--- src/rtl/dram_mon.sv ---
// DRAM chip-select protocol checker: flags dual-rank selects and early rank switches per channel.
// Optional error counter output err_cnt is enabled by defining DRAM_MON_ERRCNT_EN.
module dram_mon #(
    parameter int unsigned NUM_CH  = 4,
    parameter int unsigned MIN_GAP = 6,
    parameter int unsigned GAP_W   = 3
) (
    input  logic                  clk,
    input  logic                  rst_l,
    input  logic [NUM_CH-1:0]     cmd_vld,
    input  logic [2*NUM_CH-1:0]   cs_l,
    output logic [NUM_CH-1:0]     err_both,
    output logic [NUM_CH-1:0]     err_early,
`ifdef DRAM_MON_ERRCNT_EN
    output logic [15:0]           err_cnt,
`endif
    output logic                  err_any
);

    localparam logic [GAP_W-1:0] MIN_GAP_W = GAP_W'(MIN_GAP);

    logic [NUM_CH-1:0][1:0]            act_q, act_d;
    logic [NUM_CH-1:0][1:0][GAP_W-1:0] gap_q, gap_d;
    logic [NUM_CH-1:0][1:0]            rld;
    logic [NUM_CH-1:0]                 both_d, early_d;
    logic [NUM_CH-1:0]                 both_q, early_q;
    logic                              any_q, any_d;

    // Rank 0 is resolved before rank 1, so a dual select ends with rank 1 active
    // and rank 1 sees the freshly reloaded rank 0 as an early switch.
    always_comb begin
        act_d   = act_q;
        gap_d   = gap_q;
        rld     = '0;
        both_d  = '0;
        early_d = '0;
        for (int unsigned c = 0; c < NUM_CH; c++) begin
            if (cmd_vld[c]) begin
                both_d[c] = !cs_l[2*c] && !cs_l[2*c+1];
                if (!cs_l[2*c]) begin
                    if (act_q[c][1] && (gap_q[c][1] < MIN_GAP_W))
                        early_d[c] = 1'b1;
                    act_d[c][0] = 1'b1;
                    act_d[c][1] = 1'b0;
                    rld[c][0]   = 1'b1;
                end
                if (!cs_l[2*c+1]) begin
                    if (act_d[c][0] && (rld[c][0] || (gap_q[c][0] < MIN_GAP_W)))
                        early_d[c] = 1'b1;
                    act_d[c][1] = 1'b1;
                    act_d[c][0] = 1'b0;
                    rld[c][1]   = 1'b1;
                end
            end
            for (int unsigned r = 0; r < 2; r++) begin
                if (rld[c][r])
                    gap_d[c][r] = GAP_W'(1);
                else if (act_d[c][r])
                    gap_d[c][r] = gap_q[c][r] + GAP_W'(1);
                if (act_d[c][r] && (gap_d[c][r] == MIN_GAP_W))
                    act_d[c][r] = 1'b0;
            end
        end
        any_d = any_q | (|both_d) | (|early_d);
    end

    always_ff @(posedge clk or negedge rst_l) begin
        if (!rst_l) begin
            act_q   <= '0;
            gap_q   <= '0;
            both_q  <= '0;
            early_q <= '0;
            any_q   <= 1'b0;
        end else begin
            act_q   <= act_d;
            gap_q   <= gap_d;
            both_q  <= both_d;
            early_q <= early_d;
            any_q   <= any_d;
        end
    end

    assign err_both  = both_q;
    assign err_early = early_q;
    assign err_any   = any_q;

`ifdef DRAM_MON_ERRCNT_EN
    logic [15:0] cnt_q, cnt_d;
    logic [16:0] cnt_sum;

    // Counts every pulse bit of both error kinds, so a dual select adds two.
    always_comb begin
        cnt_sum = {1'b0, cnt_q} + 17'($countones(both_d)) + 17'($countones(early_d));
        cnt_d   = cnt_sum[16] ? 16'hFFFF : cnt_sum[15:0];
    end

    always_ff @(posedge clk or negedge rst_l) begin
        if (!rst_l)
            cnt_q <= '0;
        else
            cnt_q <= cnt_d;
    end

    assign err_cnt = cnt_q;
`endif

endmodule

--- config.mk ---
export PLATFORM = sky130hd
export DESIGN_NAME = dram_mon
export DESIGN_NICKNAME = d
export VERILOG_FILES = /design/src/rtl/dram_mon.sv
export SDC_FILE = /design/constraint.sdc
export NUM_CORES = 1
export LEC_CHECK = 0
export ABC_CLOCK_PERIOD_IN_PS = 1500
export CAP_MARGIN = 10
export CORE_MARGIN = 2
export CORE_UTILIZATION = 45
export DETAILED_ROUTE_END_ITERATION = 16
export PLACE_DENSITY = 0.69
export SYNTH_ARGS = -nofsm -noshare
export SYNTH_HDL_FRONTEND = slang
export SYNTH_SLANG_ARGS = --single-unit
--- constraint.sdc ---
create_clock -name clk -period 1.5 [get_ports clk]
set_input_delay 0.3 -clock clk [delete_from_list [all_inputs] [get_ports clk]]
set_output_delay 0.3 -clock clk [all_outputs]
set_load 0.01 [all_outputs]
; After elaboration in Yosys (flattened, before gate mapping)
; Cells that the tools add are included.
[classes]
reduce_logical = 34
n_lt_le_gt_ge = 8
shifts = 0
bitwise_logic = 2
n_addsub = 8
n_mul = 0
eq_ne = 8
div_mod_pow = 0
muxes = 80
[op_table]
columns = cell, n
row1 = 3-bit two-way mux, 16
row2 = 1-bit two-way mux, 44
row3 = 2-bit two-way mux, 20
row4 = 3-bit by 1-bit adder with 3-bit output (second input constant), 8
row5 = 3-bit == test (second input constant), 8
row6 = 3-bit less-than comparator (second input constant), 8
row7 = 1-bit logical AND, 20
row8 = 1-bit zero test, 8
row9 = 4-bit OR reduction, 2
row10 = 1-bit logical OR, 4
row11 = 1-bit OR, 2
[totals]
memories = 0
word_cells = 155
ram_bits = 0
inputBits = 14
register_bits = 41
latch_bits = 0
rom_bits = 0

; Logic depth before layout (Yosys ltp)
[logic_depth]
word_depth = 9
depth_mapped = 5
mapped_depth_nobuf = 5

; Least setup slack after synthesis
; Ideal clock, no wire load.
[synth_timing]
path_type = reg-to-reg
startpoint = register gap_q[8] (netlist name)
endpoint = register any_q, in the netlist err_any
setup_ns = 0.139
required_time_ns = 1.361
n_path_buf = 0
path_stages_with_launch = 5
period_less_slack_ns = 1.435
slack_ns = 0.065
arrival_ns = 1.297
path_cell_list = dfrtp_1 -> nand2_1 -> a31o_1 -> a211o_1 -> or4_1
[synth_via]
elab_chain_len = 8
[synth_lines]
columns = element, line_no
row1 = from (decl), 23  ; logic [NUM_CH-1:0][1:0][GAP_W-1:0] gap_q, gap_d;
row2 = from (signal assigned), 76  ; gap_q <= gap_d;
row3 = 3-bit less-than comparator, 48  ; if (act_d[c][0] && (rld[c][0] || (gap_q[c][0] < MIN_GAP_W)))
row4 = 1-bit logical OR, 48
row5 = 1-bit logical AND, 48
row6 = 1-bit two-way mux, 48
row7 = 1-bit two-way mux, 47  ; if (!cs_l[2*c+1]) begin
row8 = 1-bit two-way mux, 38  ; if (cmd_vld[c]) begin
row9 = 4-bit OR reduction, 64  ; any_d = any_q | (|both_d) | (|early_d);
row10 = 1-bit OR, 64
row11 = net any_d, 27  ; logic any_q, any_d;
row12 = to (signal assigned), 79  ; any_q <= any_d;
row13 = to (decl), 27
; The timed path passes the listed nets, and every way through them passes these cells.

; Final worst setup path
[layout_timing]
startpoint = input port cs_l[5]
endpoint = register any_q, in the netlist err_any
[layout_via]
elab_chain_len = 6
word_cells_on_any_way = 9
classes_between = mux: 3 / bitwise: 2 / reduce/logical: 4
[layout_lines]
columns = element, line_no
row1 = from (decl), 11  ; input logic [2*NUM_CH-1:0] cs_l,
row2 = 1-bit zero test, n/a
row3 = 1-bit logical AND, 39  ; both_d[c] = !cs_l[2*c] && !cs_l[2*c+1];
row4 = 1-bit two-way mux, 38
row5 = 4-bit OR reduction, 64
row6 = 1-bit OR, 64
row7 = 1-bit OR (*), 64
row8 = net any_d, 27
; Mark *: on every way through the listed nets, which the timed path passes. The rest lies on a longest branch.

==> results.txt <==
For the worst clock skew, the log shows 0.00703 ns. The internal power contribution was 2.81 mW; the transition time at the pin with the least slew margin was 0.449 ns. The library cell with the largest summed area after synthesis was sky130_fd_sc_hd__dfrtp_1. The min-delay analysis places its worst path in the category in -> reg. The logs give 0 for the number of hold violations in the final report and 23 for the top-level I/O count. The core area was 4380 um2; the final clock period utilization by the worst path was 98.6%.

The critical path in this run is classified as in -> reg. Data arrives at the worst endpoint at 1.65 ns. For the worst setup path, the data required time is 1.67 ns. The flow ran to the end, and the final reports show no timing, DRC or antenna violations.

In this run the tightest slew margin relative to its limit is 70.1%. TritonCTS built the clock tree. The routed length per instance is 13.8 um, and the number of search-and-repair iterations in the first detailed-routing pass is 4. Sequential elements use 49.5% of the synthesized area. The logs give 0.05 ns for the flop-to-flop setup slack and 0 for the DRC violation count after routing. Hold timing on the final database bottoms out at a slack of 0.286 ns. The power share of the sequential group is 42.0%, and the deepest level of the CTS H-tree is 2. After floorplanning, the core was divided into 24 placement rows.

The signal on the critical path passes through clkdlybuf4s50_1, nand2b_4, o21bai_1, a211o_1, or4_1. The floorplan die height is 71.8 um, and the first-pass GRT wire length is 7740 um. The synthesized design contains 41 register bits. The tools report the die area as 5160 um2. Clock tree synthesis selected as its root buffer the cell sky130_fd_sc_hd__clkbuf_8. Cells with a size suffix above 1 make up 21.0% of the layout. Total half-perimeter wirelength after legalization and detailed placement: 3330 um. Summed instance area of the synthesized netlist: 2070 um2. The via count came out at 1781. The average via count per standard cell is 5.35.

The cell count after synthesis came out at 214. For the wire length on met2, the log shows 2270 um. In this run the static leakage power is 1.38 nW.

STA classifies the critical path endpoint as a flip-flop. The startpoint identified for the worst register-to-register timing path is gap_q[8]$_DFF_PN0_. Area share of the largest cell type after synthesis: 49.5%.

The worst setup timing slack at the placement stage was -0.420 ns. The worst register-to-register path ends at err_any$_DFF_PN0_. For the maximum ir drop on the vdd rail, the log shows 0.000846 V. For the count of maximum capacitance violations, the log shows 0.

The tools report the pin count of the biggest net entering global routing as 42. In the post-synthesis netlist, the biggest area contributors are sky130_fd_sc_hd__dfrtp_1 50%, sky130_fd_sc_hd__xor2_1 5.1%, sky130_fd_sc_hd__ha_1 4.8%, sky130_fd_sc_hd__nor2_1 4.7%, sky130_fd_sc_hd__a221oi_1 4.7%. Total nets after synthesis: 236. The synthesized netlist contains 33 unique library cells. The average size of a mapped cell works out to 9.68 um2.

The max-slew violation total from the final report was 0; the count of input and output buffers was 22. Setup violations remaining at the end of the flow were counted as 0. Per report_power, the clock group accounts for 16.6% of the total.

Power density of the placed cells: 1570 nW/um2. For the worst flop-to-flop path, the logic depth is 4. Of the total power, the share spent switching nets is 36.3%.

The topmost layer with routed signal wires was met4. For the number of buffers created by CTS, the log shows 5. The total of warnings raised by yosys is 0.

The number of DRC violations after detailed-routing iteration 0 is 104. The via count of the first global-routing pass was 1709; the synthesis-to-finish area growth was 36.1%. Tracing the worst setup path back leads to its startpoint at cs_l[5]. In this run the most critical hold path is launched from cs_l[4]. The clock tree buffer depth was 2; the remaining antenna violation count was 0. Combinational cells account for 41.4% of the total power. The run gives 0 as the initial antenna violation count. The number of antenna diodes in the final layout is 0. The insertion delay of the later-clocked pin in the worst-skew pair was 0.29 ns.

In the final design database the tool counted 303 nets. From left edge to right edge, the die measures 71.8 um. The capture point of the critical path was err_any$_DFF_PN0_.

The run gives 333 as the number of cells in the finished layout apart from fillers. Counting I/O delays and the setup requirement, the final critical path takes 1.48 ns. The congestion estimate from routability-driven global placement came to 0.831.

Setup repair after global routing could not meet its margin everywhere. The type of origin of the critical path was an input pin. The routed metal-1 wirelength was 2140 um; the maximum single-stage delay on the critical path was 0.48 ns. The total global routing overflow is 0, and the total met3 wirelength after detailed routing is 137 um. The switching power was 1.60 mW.

The total wire length after detailed routing was 4600 um; the clock sink count was 41. The cell at the slowest stage of the critical path was sky130_fd_sc_hd__clkdlybuf4s50_1. The global-route total usage across every layer is 19.0%. Timing would allow up to 0.676 GHz. The peak fanout along the critical path works out to 2. The worst path meets setup with 0.0204 ns of slack. The initial core utilization is 47.2%.

For the post-placement cell count, the log shows 324. The clock transition time at the flip-flop clock pins of the worst setup and hold paths was 0.08 ns.
==> how the worst min path moves through the flow <==
stage,to,slack (ns),cells after the start
2_1_floorplan,act_q[0]$_DFF_PN0_,0.004,0
3_3_place_gp,gap_q[14]$_DFF_PN0_,0.29,2
3_5_place_dp,act_q[4]$_DFF_PN0_,0.29,2
4_1_cts,act_q[4]$_DFF_PN0_,0.51,3
5_1_grt,err_both[2]$_DFF_PN0_,0.30,2
6_report,err_both[2]$_DFF_PN0_,0.29,2
==> cell usage in the layout, fill, tap and decap left out, types with 3 or more instances in the layout <==
cell type                         count
sky130_fd_sc_hd__dfrtp_1             41
sky130_fd_sc_hd__buf_4               40
sky130_fd_sc_hd__nor2_1              26
sky130_fd_sc_hd__nand2_1             20
sky130_fd_sc_hd__o21ai_0             17
sky130_fd_sc_hd__nand3_1             13
sky130_fd_sc_hd__clkdlybuf4s50_1     13
sky130_fd_sc_hd__xor2_1              11
sky130_fd_sc_hd__inv_1               11
sky130_fd_sc_hd__a221oi_1             9
sky130_fd_sc_hd__a21oi_1              8
sky130_fd_sc_hd__ha_1                 8
sky130_fd_sc_hd__nand2b_1             6
sky130_fd_sc_hd__clkbuf_8             6
sky130_fd_sc_hd__dlymetal6s2s_1       6
sky130_fd_sc_hd__a221o_1              4
sky130_fd_sc_hd__and3_1               4
sky130_fd_sc_hd__nor2b_1              3
==> metal layers <==
| layer | vias to the layer above | global-route usage (%) |
|---|---|---|
| met2 | 29 | 31.0 |
| li1 | 897 | - |
| met5 | - | 0 |
| met1 | 850 | 25.3 |
| met3 | 5 | 4.22 |
| met4 | 0 | 5.87 |
==> power by group through the flow <==
stage	sequential, mW	combinational [mW]	clock, mW
global route	1.90	2.07	0.797
global placement	1.85	1.65	0
detailed placement	1.86	1.72	0
floorplan	1.83	1.10	0
finish	1.85	1.83	0.734
CTS	1.85	1.77	0.750
==> repair_timing <==
| item | CTS | global route |
|---|---|---|
| buffers inserted | 0 | 1 |
| pin swaps | 0 | 2 |
| hold buffers | 1 | 0 |
| resized for setup | 5 | 14 |
| setup endpoints to repair | 3 | 6 |
| endpoints found under the hold margin | 41 | 0 |
==> sequential cells by signal, summed over array words and instances (netlist names) <==
name       count
err_both       4
act_q          8
err_early      4
err_any        1
gap_q         24
==> area by class of cell <==
type,instances,area (um2)
multi-input combinational,157,1030
tap,52,65.1
inverter,11,41.3
timing repair buffer,65,569
sequential,41,1030
clock buffer,7,86.3
fill,350,1570
==> logic make-up (layout without fill, tap and decap cells) <==
kind of cell / count (synthesis) / count (layout) / synth area share (%)
flops: 41 / 41 / 49.5
xor+xnor: 13 / 13 / 5.50
compound gates: 55 / 55 / 18.4
buf+inv: 16 / 83 / 3.14
simple gates: 81 / 81 / 18.6
fa+ha+maj: 8 / 8 / 4.83
==> critical path, delay by kind of cell <==
family,cells,cell delay [ns]
and+or+nand+nor,2,0.52
buffers and inverters,1,0.48
AOI/OAI and AO/OA,2,0.34
==> synthesized netlist by cell type <==
master,number
sky130_fd_sc_hd__or4_1,1
sky130_fd_sc_hd__and3_1,4
sky130_fd_sc_hd__and2_2,1
sky130_fd_sc_hd__nand2_1,20
sky130_fd_sc_hd__a211o_1,1
sky130_fd_sc_hd__or3b_1,1
sky130_fd_sc_hd__a21oi_1,9
sky130_fd_sc_hd__o211a_1,1
sky130_fd_sc_hd__and2b_1,2
sky130_fd_sc_hd__a41oi_1,2
sky130_fd_sc_hd__ha_1,8
sky130_fd_sc_hd__clkbuf_1,1
sky130_fd_sc_hd__o211ai_1,1
sky130_fd_sc_hd__o21ai_0,18
sky130_fd_sc_hd__nand3b_1,2
sky130_fd_sc_hd__o21bai_1,1
sky130_fd_sc_hd__a2bb2oi_1,3
sky130_fd_sc_hd__nand2b_1,8
sky130_fd_sc_hd__dfrtp_1,41
sky130_fd_sc_hd__a31o_1,1
sky130_fd_sc_hd__a31oi_1,1
sky130_fd_sc_hd__clkbuf_2,1
sky130_fd_sc_hd__buf_2,3
sky130_fd_sc_hd__a221o_1,4
sky130_fd_sc_hd__inv_1,11
sky130_fd_sc_hd__xor2_1,12
sky130_fd_sc_hd__nor2_1,26
sky130_fd_sc_hd__nor2b_1,3
sky130_fd_sc_hd__o221ai_1,1
sky130_fd_sc_hd__a221oi_1,11
sky130_fd_sc_hd__xnor2_1,1
sky130_fd_sc_hd__nand3_1,13
sky130_fd_sc_hd__a21boi_0,1
==> per-stage QoR <==
stage / setup TNS (ns) / instance area [um2] / total power, mW / util, %
global placement: -4.50 / 2650 / 3.50 / 60.4
detailed placement: -5.20 / 2650 / 3.58 / 60.4
finish: 0 / 2820 / 4.42 / 64.3
CTS: -0.0302 / 2760 / 4.37 / 63.0
floorplan: 0 / 2070 / 2.94 / -
global route: -0.0206 / 2820 / 4.77 / 64.3
(Power assumes the default switching activity.)
